`src/rtl/pe_ctx_pkg.sv`:
```
// Shared definitions for the PE context sequencer: state encoding,
// default widths and the loop-end clamp helper.
package pe_ctx_pkg;

    localparam int unsigned CTX_W_DEF  = 32'd121;
    localparam int unsigned DEPTH_DEF  = 32'd16;
    localparam int unsigned CP_W_DEF   = 32'd4;
    localparam int unsigned ITER_W_DEF = 32'd16;

    typedef enum logic {
        ST_IDLE = 1'b0,
        ST_RUN  = 1'b1
    } state_e;

    // Effective last loop index: the requested loop end, but never past
    // the last loaded entry. Caller guarantees count >= 1.
    function automatic int unsigned end_index(input int unsigned loop_end,
                                              input int unsigned count);
        int unsigned last;
        last = count - 32'd1;
        if (loop_end < last) begin
            return loop_end;
        end else begin
            return last;
        end
    endfunction

endpackage

```
`src/rtl/pe_ctx_mem.sv`:
```
// Context storage: DEPTH x CTX_W register array, one synchronous write
// port and one registered read port. The read register is the
// sequencer's ctx_out, so it is reset and holds when no read is issued.
module pe_ctx_mem
    import pe_ctx_pkg::*;
#(
    parameter int unsigned CTX_W = CTX_W_DEF,
    parameter int unsigned DEPTH = DEPTH_DEF,
    parameter int unsigned AW    = CP_W_DEF
) (
    input  logic             clk_i,
    input  logic             rst_ni,
    input  logic             wr_en_i,
    input  logic [AW-1:0]    wr_addr_i,
    input  logic [CTX_W-1:0] wr_data_i,
    input  logic             rd_en_i,
    input  logic [AW-1:0]    rd_addr_i,
    output logic [CTX_W-1:0] rd_data_o
);

    logic [CTX_W-1:0] mem_q [DEPTH];
    logic [CTX_W-1:0] rd_data_q;

    // Array write; contents are deliberately not reset.
    always_ff @(posedge clk_i) begin
        if (wr_en_i) begin
            mem_q[wr_addr_i] <= wr_data_i;
        end
    end

    // Registered read; holds the last word when no read is requested.
    always_ff @(posedge clk_i or negedge rst_ni) begin
        if (!rst_ni) begin
            rd_data_q <= {CTX_W{1'b0}};
        end else if (rd_en_i) begin
            rd_data_q <= mem_q[rd_addr_i];
        end
    end

    assign rd_data_o = rd_data_q;

endmodule

```
`src/rtl/pe_ctx_sequencer.sv`:
```
// PE context sequencer: serially loaded context cache replayed as a loop
// over [0, end_eff] for a programmable number of passes, with stall and
// abort. One registered context word per non-stalled cycle.
module pe_ctx_sequencer
    import pe_ctx_pkg::*;
#(
    parameter int unsigned CTX_W  = CTX_W_DEF,
    parameter int unsigned DEPTH  = DEPTH_DEF,
    parameter int unsigned CP_W   = CP_W_DEF,
    parameter int unsigned ITER_W = ITER_W_DEF
) (
    input  logic              CLK,
    input  logic              RST_N,
    input  logic              ld_write,
    input  logic [CTX_W-1:0]  ld_data,
    input  logic              ld_clear,
    input  logic              start,
    input  logic              abort,
    input  logic              stall,
    input  logic [CP_W-1:0]   loop_end,
    input  logic [ITER_W-1:0] iter_cnt,
    output logic [CTX_W-1:0]  ctx_out,
    output logic              ctx_valid,
    output logic [CP_W-1:0]   CP,
    output logic              busy,
    output logic              done,
    output logic              ld_full
);

    // Write pointer needs to represent DEPTH itself (full).
    localparam int unsigned WP_W = CP_W + 32'd1;

    state_e              state_q;
    logic [WP_W-1:0]     wr_ptr_q;
    logic [ITER_W-1:0]   pass_q;
    logic [CP_W-1:0]     end_q;
    logic [ITER_W-1:0]   iter_q;
    logic [CP_W-1:0]     cp_q;
    logic                valid_q;
    logic                busy_q;
    logic                done_q;
    logic                full_q;

    logic [WP_W-1:0]     wr_ptr_d;
    logic [ITER_W:0]     pass_inc_s;
    logic [CP_W-1:0]     end_eff_s;
    logic                at_end_s;
    logic                final_s;
    logic                start_ok_s;
    logic                step_s;
    logic                wr_en_s;
    logic                rd_en_s;
    logic [CP_W-1:0]     rd_addr_s;

    assign wr_ptr_d   = wr_ptr_q + {{(WP_W-1){1'b0}}, 1'b1};
    assign pass_inc_s = {1'b0, pass_q} + {{ITER_W{1'b0}}, 1'b1};
    assign end_eff_s  = CP_W'(end_index(32'(loop_end), 32'(wr_ptr_q)));
    assign at_end_s   = (cp_q == end_q);
    assign final_s    = (iter_q != {ITER_W{1'b0}}) && (pass_inc_s == {1'b0, iter_q});

    // Cycle decode: accepted start, RUN advance, load write and the
    // next-CP read address that feeds the registered context word.
    always_comb begin
        start_ok_s = 1'b0;
        step_s     = 1'b0;
        wr_en_s    = 1'b0;
        rd_en_s    = 1'b0;
        rd_addr_s  = {CP_W{1'b0}};
        if (state_q == ST_IDLE) begin
            start_ok_s = start && (wr_ptr_q != {WP_W{1'b0}});
            wr_en_s    = ld_write && !ld_clear && !full_q;
        end else begin
            step_s = !abort && !stall;
        end
        if (start_ok_s) begin
            rd_en_s   = 1'b1;
            rd_addr_s = {CP_W{1'b0}};
        end else if (step_s && !at_end_s) begin
            rd_en_s   = 1'b1;
            rd_addr_s = cp_q + {{(CP_W-1){1'b0}}, 1'b1};
        end else if (step_s && !final_s) begin
            rd_en_s   = 1'b1;
            rd_addr_s = {CP_W{1'b0}};
        end else begin
            rd_en_s   = 1'b0;
            rd_addr_s = {CP_W{1'b0}};
        end
    end

    // Sequencer FSM with load pointer, pass counter and registered status.
    always_ff @(posedge CLK or negedge RST_N) begin
        if (!RST_N) begin
            state_q  <= ST_IDLE;
            wr_ptr_q <= {WP_W{1'b0}};
            pass_q   <= {ITER_W{1'b0}};
            end_q    <= {CP_W{1'b0}};
            iter_q   <= {ITER_W{1'b0}};
            cp_q     <= {CP_W{1'b0}};
            valid_q  <= 1'b0;
            busy_q   <= 1'b0;
            done_q   <= 1'b0;
            full_q   <= 1'b0;
        end else begin
            done_q <= 1'b0;
            case (state_q)
                ST_IDLE: begin
                    if (ld_clear) begin
                        wr_ptr_q <= {WP_W{1'b0}};
                        full_q   <= 1'b0;
                    end else if (wr_en_s) begin
                        wr_ptr_q <= wr_ptr_d;
                        full_q   <= (wr_ptr_d == WP_W'(DEPTH));
                    end
                    if (start_ok_s) begin
                        end_q   <= end_eff_s;
                        iter_q  <= iter_cnt;
                        pass_q  <= {ITER_W{1'b0}};
                        cp_q    <= {CP_W{1'b0}};
                        valid_q <= 1'b1;
                        busy_q  <= 1'b1;
                        state_q <= ST_RUN;
                    end
                end
                ST_RUN: begin
                    if (abort) begin
                        // Abort wins over stall and end-of-loop; no done.
                        cp_q    <= {CP_W{1'b0}};
                        valid_q <= 1'b0;
                        busy_q  <= 1'b0;
                        state_q <= ST_IDLE;
                    end else if (stall) begin
                        state_q <= ST_RUN;
                    end else if (!at_end_s) begin
                        cp_q <= cp_q + {{(CP_W-1){1'b0}}, 1'b1};
                    end else if (final_s) begin
                        cp_q    <= {CP_W{1'b0}};
                        valid_q <= 1'b0;
                        busy_q  <= 1'b0;
                        done_q  <= 1'b1;
                        state_q <= ST_IDLE;
                    end else begin
                        // Wrap with no bubble; infinite runs saturate the count.
                        cp_q <= {CP_W{1'b0}};
                        if (pass_q != {ITER_W{1'b1}}) begin
                            pass_q <= pass_inc_s[ITER_W-1:0];
                        end
                    end
                end
                default: begin
                    state_q <= ST_IDLE;
                end
            endcase
        end
    end

    pe_ctx_mem #(
        .CTX_W (CTX_W),
        .DEPTH (DEPTH),
        .AW    (CP_W)
    ) u_mem (
        .clk_i     (CLK),
        .rst_ni    (RST_N),
        .wr_en_i   (wr_en_s),
        .wr_addr_i (wr_ptr_q[CP_W-1:0]),
        .wr_data_i (ld_data),
        .rd_en_i   (rd_en_s),
        .rd_addr_i (rd_addr_s),
        .rd_data_o (ctx_out)
    );

    assign ctx_valid = valid_q;
    assign CP        = cp_q;
    assign busy      = busy_q;
    assign done      = done_q;
    assign ld_full   = full_q;

endmodule

```
`config.mk`:
```
export PLATFORM = sky130hd
export DESIGN_NAME = pe_ctx_sequencer
export DESIGN_NICKNAME = d
export VERILOG_FILES = /design/src/rtl/pe_ctx_pkg.sv /design/src/rtl/pe_ctx_mem.sv /design/src/rtl/pe_ctx_sequencer.sv
export SDC_FILE = /design/constraint.sdc
export NUM_CORES = 2
export LEC_CHECK = 0
export BUFFER_PORTS_ARGS = -buffer_cell sky130_fd_sc_hd__buf_4
export CORE_ASPECT_RATIO = 0.7
export CORE_MARGIN = 2
export CORE_UTILIZATION = 29
export CTS_CLUSTER_SIZE = 28
export DETAILED_ROUTE_END_ITERATION = 7
export GPL_ROUTABILITY_DRIVEN = 0
export PLACE_DENSITY_LB_ADDON = 0.08
export SLEW_MARGIN = 20
export SYNTH_ARGS = -nofsm -noshare
export SYNTH_HDL_FRONTEND = slang
export SYNTH_HIERARCHICAL = 1
export SYNTH_SLANG_ARGS = --single-unit
```
`constraint.sdc`:
```
create_clock -name CLK -period 15.2 [get_ports CLK]
set_clock_uncertainty 0.2 [all_clocks]
set_input_delay 4.56 -clock CLK [delete_from_list [all_inputs] [get_ports CLK]]
set_output_delay 4.56 -clock CLK [all_outputs]
set_load 0.01 [all_outputs]
```
=== Word-level counts from Yosys, hierarchy flattened ===
Memory sizes are Yosys's and may differ from the RTL's. A register that Yosys moved wholly into a read port is not among the register bits.
Cells that the tools add are included.

* Bits in registers: 49
* Memory bits (writable): 1936
* Input port bits: 148
* Logic and storage cells: 95
* Memories kept: 1

{| class="wikitable"
|+ Memories
! name !! words !! bits a word !! read ports !! clocked after Yosys merged registers in !! wr ports !! line !! text
|-
| u_mem.mem_q || 16 || 121 || 1 || 1 || 1 || pe_ctx_mem.sv:21 || <nowiki>logic [CTX_W-1:0] mem_q [DEPTH];</nowiki>
|}

* Add/subtract/negate cells: 4
* Magnitude comparators: 1
* Equal/unequal tests: 13
* Muxes and demuxes: 44
* Bitwise gates (word level): 1
* Reduce and logical (&&, ||, !) cells: 22

{| class="wikitable"
|+ Operator list
! cell !! number
|-
| 16-bit two-way mux || 6
|-
| 4-bit by 32-bit less-than comparator with 1-bit output || 1
|-
| 16-bit one-hot mux with 2 select lines || 1
|-
| 4-bit two-way mux || 7
|-
| 1-bit two-way mux || 25
|-
| 16-bit by 1-bit adder with 17-bit output, second input constant || 1
|-
| 17-bit by 16-bit == test with 1-bit output || 1
|-
| 16-bit inequality test, second input constant || 1
|-
| 16-bit nonzero test || 1
|-
| 5-bit two-way mux || 2
|-
| 2-bit inequality test, second input constant || 4
|-
| 4-bit one-hot mux with 2 select lines || 1
|-
| 1-bit logical AND || 7
|-
| 1-bit zero test || 7
|-
| 3-bit by 2-bit inequality test with 1-bit output, second input constant || 2
|-
| 2-bit AND reduction || 3
|-
| 6-bit AND reduction || 1
|-
| 5-bit by 1-bit subtractor with 6-bit output, second input constant || 1
|-
| 5-bit by 1-bit adder with 5-bit output, second input constant || 1
|-
| 5-bit == test, second input constant || 1
|-
| 5-bit nonzero test || 1
|-
| 4-bit by 1-bit adder with 4-bit output, second input constant || 1
|-
| 4-bit == test || 1
|-
| 2-bit by 1-bit inequality test with 1-bit output, second input constant || 2
|-
| 5 further kinds || 6
|}

=== Longest topological paths before layout ===
* Depth after elaboration: 8
* Gate-level depth with buffers: 16
* Gate-level depth less buffers: 10

=== Modules after synthesis ===
Netlist, hierarchy kept.

{| class="wikitable"
|+ By module, submodules not included
! module !! instances !! cells an instance !! area an instance (um^2) !! sequential area each (um^2)
|-
| pe_ctx_mem || 1 || 3241 || 77888.5 || 61163.7
|-
| pe_ctx_sequencer || 1 || 388 || 3433.3 || 1226.2
|}

=== Worst setup path after synthesis ===
OpenSTA, ideal clock, no wires.

* Path kind: input -> register
* Start point: input ld_clear
* End point: memory u_mem/mem_q[0][0] (netlist name) (enable)
* Library setup time: 749 ps
* Arrival time: 13901 ps
* Data required time: 14251 ps
* Slack: 350 ps
* Stages: 3
* Buffers on the path: 0
* Cell sequence: nor4b_2 or3b_2 nor3_1

* Cells in the longest elaborated chain, start to end: 6

{| class="wikitable"
|+ RTL lines
! element !! line !! text
|-
| from (decl) || pe_ctx_sequencer.sv:16 || <nowiki>input logic ld_clear,</nowiki>
|-
| 1-bit zero test || pe_ctx_sequencer.sv:71 || <nowiki>wr_en_s = ld_write && !ld_clear && !full_q;</nowiki>
|-
| 1-bit logical AND (2 in series) || pe_ctx_sequencer.sv:71 ||
|-
| 1-bit two-way mux || pe_ctx_sequencer.sv:69 || <nowiki>if (state_q == ST_IDLE) begin</nowiki>
|-
| 1-bit two-way mux || pe_ctx_mem.sv:26 || <nowiki>if (wr_en_i) begin</nowiki>
|-
| 1-bit two-way mux (not written as such) || pe_ctx_mem.sv:27 || <nowiki>mem_q[wr_addr_i] <= wr_data_i;</nowiki>
|-
| to (decl) || pe_ctx_mem.sv:21 ||
|}

No other way between the ends.

=== Worst setup path in the final report ===
* Start point: input stall
* End point: register u_mem.rd_data_q[67], in the netlist u_mem/rd_data_o[67] (read register of u_mem.mem_q)

{| class="wikitable"
|+ RTL lines
! element !! line !! text
|-
| from (decl) || pe_ctx_sequencer.sv:19 || <nowiki>input logic stall,</nowiki>
|-
| 1-bit zero test || pe_ctx_sequencer.sv:73 || <nowiki>step_s = !abort && !stall;</nowiki>
|-
| 1-bit logical AND || pe_ctx_sequencer.sv:73 ||
|-
| 1-bit two-way mux || pe_ctx_sequencer.sv:69 ||
|-
| 1-bit logical AND || pe_ctx_sequencer.sv:78 || <nowiki>end else if (step_s && !at_end_s) begin</nowiki>
|-
| 4-bit two-way mux || pe_ctx_sequencer.sv:78 ||
|-
| 4-bit two-way mux || pe_ctx_sequencer.sv:75 || <nowiki>if (start_ok_s) begin</nowiki>
|-
| net rd_addr_s[2] || pe_ctx_sequencer.sv:53 || <nowiki>logic [CP_W-1:0] rd_addr_s;</nowiki>
|-
| to (decl) || pe_ctx_mem.sv:22 || <nowiki>logic [CTX_W-1:0] rd_data_q;</nowiki>
|}

The timed path passes the listed nets, and every way through them passes these cells.
A chain may end at the register's enable or synchronous reset.

==> results.toml <==
[power]
cellLeakagePower_nw = 29.4
power.density_mw_per_mm2 = 147
irDropWorstVdd_mv = 0.108

[sta]
hold_slack_ns = 0.314
fin_crit_ns = 8.11
fmax_mhz = 123
setup_violations = 0
fin_setup_tns_ns = 0
tightestPinTransition_ns = 1.06
fin_crit_sh_pct = 53.3
slew_headroom_pct = 29.3
slew_viol_final = 0
rsz0062_at_grt = "false"
hold_violations = 0

[yosys]
syn-num-nets = 3785
synth_top_family_by_area = "multiplexers"
ys_ff_latch = 2106
synth-async-reset-ratio_pct = 8.07
synth_top_area_share_pct = 71.5
synth_compound_area_share_pct = 3.80
synth_edf_count = 1936
synth_fa_ha_area_share_pct = 0.123
synth.area.top_cells = "edfxtp_1, mux4_2, dfrtp_1"
syn_avg_cell_area_um2 = 22.4
yosys.area_share.simple_pct = 1.98
synth-seq-area-share_pct = 76.7
syn_area_mm2 = 0.0813
yosysWarnings = 6
yosys.area.top_type = "edfxtp_1"
synth_ff_type = "edfxtp_1"
netlist_instances = 3629
synth_xor_area_share_pct = 0.343
ys_types = 70
synth.area.mux_share_pct = 15.0

[floorplanning]
die_y_um = 447
initial_utilization_pct = 29.2
pin_count = 277
die_area_mm2 = 0.285
core_area_mm2 = 0.279
num_rows = 162
die_w_um = 637

[cts]
cts_buffers = 222
cts_hold_repair.buffers = 0
clockRootBuffer = "clkbuf_16"
cts_resized = 0
cts_tree = "built"
cts_sinks = 2106
htree_levels = 4
cts_setup_buffers = 0
clk_latency_ns = 0.89
cts.path.max_buffers = 4
clkTransAtPathRegs_ns = 0.06

[critical_path]
crit_family = "simple AND/OR/NAND/NOR gates"
worst_path_largest_cell_delay_ns = 0.71
path_cells = "buf_4, nor2_1, nand2_1, or2_2, nor2_4, buf_12, buf_4, mux4_2, mux2i_1, a221oi_2"
rrSetupSlack_ns = 9.07
crit_path_end_kind = "flip-flop"
critPathSlowestCell = "nor2_4"
critPathMaxFanout = 92
required_ns = 15.69
crit_buf_inv = 3
crit_top_cell = "buf_4"
path_class = "in2reg"
start_kind = "primary input"
arrival_ns = 8.59

[grt]
grt-ovfl-total = 0
track_usage_pct = 16.0
grt_max_degree = 109
first_global_vias = 40300
antenna_found_initial = 25
grt_pass1_wl_mm = 324

[run]
drv_cap = 0

[layout]
nets = 4152
fin_area_mm2 = 0.0947
final_core_util_pct = 34.0
syn_to_final_growth_pct = 16.4
layout-drive-gt1-share_pct = 31.6

[drt]
wl_per_cell_um = 29.1
first_iter_violations = 2729
dr.pass1.iters = 5
post-route-drc-count = 0
ant_nets = 0
routed_via_density = 4.85
via_count = 38200
wl_mm = 230

[hold_path]
hp-class = "reg2reg"

[status]
status = "complete, no violations"

[placed_design]
numPortBuffers = 276
dpl.hpwl_mm = 118
dpl_cell_area_mm2 = 0.0874
final cells by class:
type / count / area [um2]
antenna: 9 / 22.5
clock buffer: 305 / 6220
clock inverter: 101 / 966
fill: 26000 / 184000
inverter: 8 / 30.0
multi-input combinational: 1294 / 17500
sequential: 2106 / 62400
tap: 3690 / 4620
timing repair buffer: 364 / 2940
cell usage in the layout (no fill, tap or decap), types with 5 or more instances in the layout:
cell type  netlist  final
clkbuf_16        0    226
and2_1           7      6
and4_1           5      5
nand3_1         23     23
a221o_1         11     11
nor3_1          17     13
a221oi_2       121    121
nand2_1         67     67
clkbuf_1        78     52
ha_1             8      8
buf_12           2     16
buf_4           35    346
clkinv_2         0     44
diode_2          0      9
clkinv_1         0     30
edfxtp_1      1936   1936
xor2_1          11     11
mux4_2         468    468
mux4_1          16     16
dfrtp_1        170    170
o21ai_0         14     13
xnor2_1         19     19
clkbuf_8         0     27
nor2b_1          5      5
nor2_1         161    146
bufinv_16        0     17
o22ai_1        123    123
mux2i_1        124    124
inv_1            8      8
nor2_4           1     16
nor4_1          13     13
a21o_1           5      5
a21oi_1          6      6
registers in the layout (all words and copies together) (netlist names):
signal           cells
ld_full              1
iter_q              16
done                 1
pass_q              16
busy                 1
u_mem/mem_q       1936
wr_ptr_q             5
CP                   4
state_q              1
u_mem/rd_data_o    121
end_q                4
synth_stat cells (5+ instances only):
| cell type | number |
|---|---|
| mux4_2 | 468 |
| a21o_1 | 5 |
| a21oi_1 | 6 |
| and4_1 | 5 |
| a221oi_2 | 121 |
| dfrtp_1 | 170 |
| o22ai_1 | 123 |
| nor2_1 | 161 |
| buf_4 | 35 |
| mux2i_1 | 124 |
| buf_8 | 11 |
| inv_1 | 8 |
| a221o_1 | 11 |
| nand3_1 | 23 |
| nor3_1 | 17 |
| edfxtp_1 | 1936 |
| clkbuf_1 | 78 |
| and2_1 | 7 |
| nor2b_1 | 5 |
| xor2_1 | 11 |
| o21ai_0 | 14 |
| nand2b_1 | 5 |
| mux4_1 | 16 |
| nand2_1 | 67 |
| buf_2 | 38 |
| nor4_1 | 13 |
| xnor2_1 | 19 |
| buf_6 | 56 |
| ha_1 | 8 |
layer usage:
metal | wire [um] | track usage [%]
met5 | 55 | 0
met4 | 5280 | 4.02
met3 | 8310 | 2.45
met2 | 108000 | 25.6
met1 | 108000 | 22.9
power breakdown:
group	internal (W)	switching, W
Combinational	0.000661	0.000974
Sequential	0.00663	0.000262
Clock	0.00314	0.00229
Total	0.0104	0.00353
metrics by stage:
stage          std cells  total power (W)  setup slack [ns]
2_1_floorplan       3629          0.00783             0.350
3_3_place_gp        7460          0.00871              6.06
3_5_place_dp        7460          0.00871              6.12
4_1_cts             7866           0.0142              7.08
5_1_grt             7874           0.0146              6.89
6_report            7877           0.0140              7.09
cell families (layout without fill, tap and decap cells):
kind of cell               Yosys count  in the layout
other                                0              9
and+or+nand+nor                    334            334
DFF                               2106           2106
xor gates and xnor gates            31             31
buffers and inverters              229            778
AOI/OAI and AO/OA                  310            310
muxes                              611            611
adders and majority gates            8              8
final timing paths:
kind	from	end	cells after the start
worst min register to register	end_q[2]$_DFFE_PN0P_	end_q[2]$_DFFE_PN0P_	2
worst min-delay path	end_q[2]$_DFFE_PN0P_	end_q[2]$_DFFE_PN0P_	2
worst max-delay path	stall	u_mem/rd_data_o[67]$_DFFE_PN0P_	10
min in group asynchronous	RST_N	u_mem/rd_data_o[73]$_DFFE_PN0P_	1
max in group asynchronous	RST_N	u_mem/rd_data_o[16]$_DFFE_PN0P_	3
worst max register to register	pass_q[0]$_DFFE_PN0P_	u_mem/rd_data_o[36]$_DFFE_PN0P_	13
worst min-delay path: cells and delay by family, from the launching register on:
kind | cells | cell delay (ns)
flops | 1 | 0.36
compound gates | 1 | 0.06
simple gates | 1 | 0.06
No activity file was read; power rests on OpenSTA's default activity.
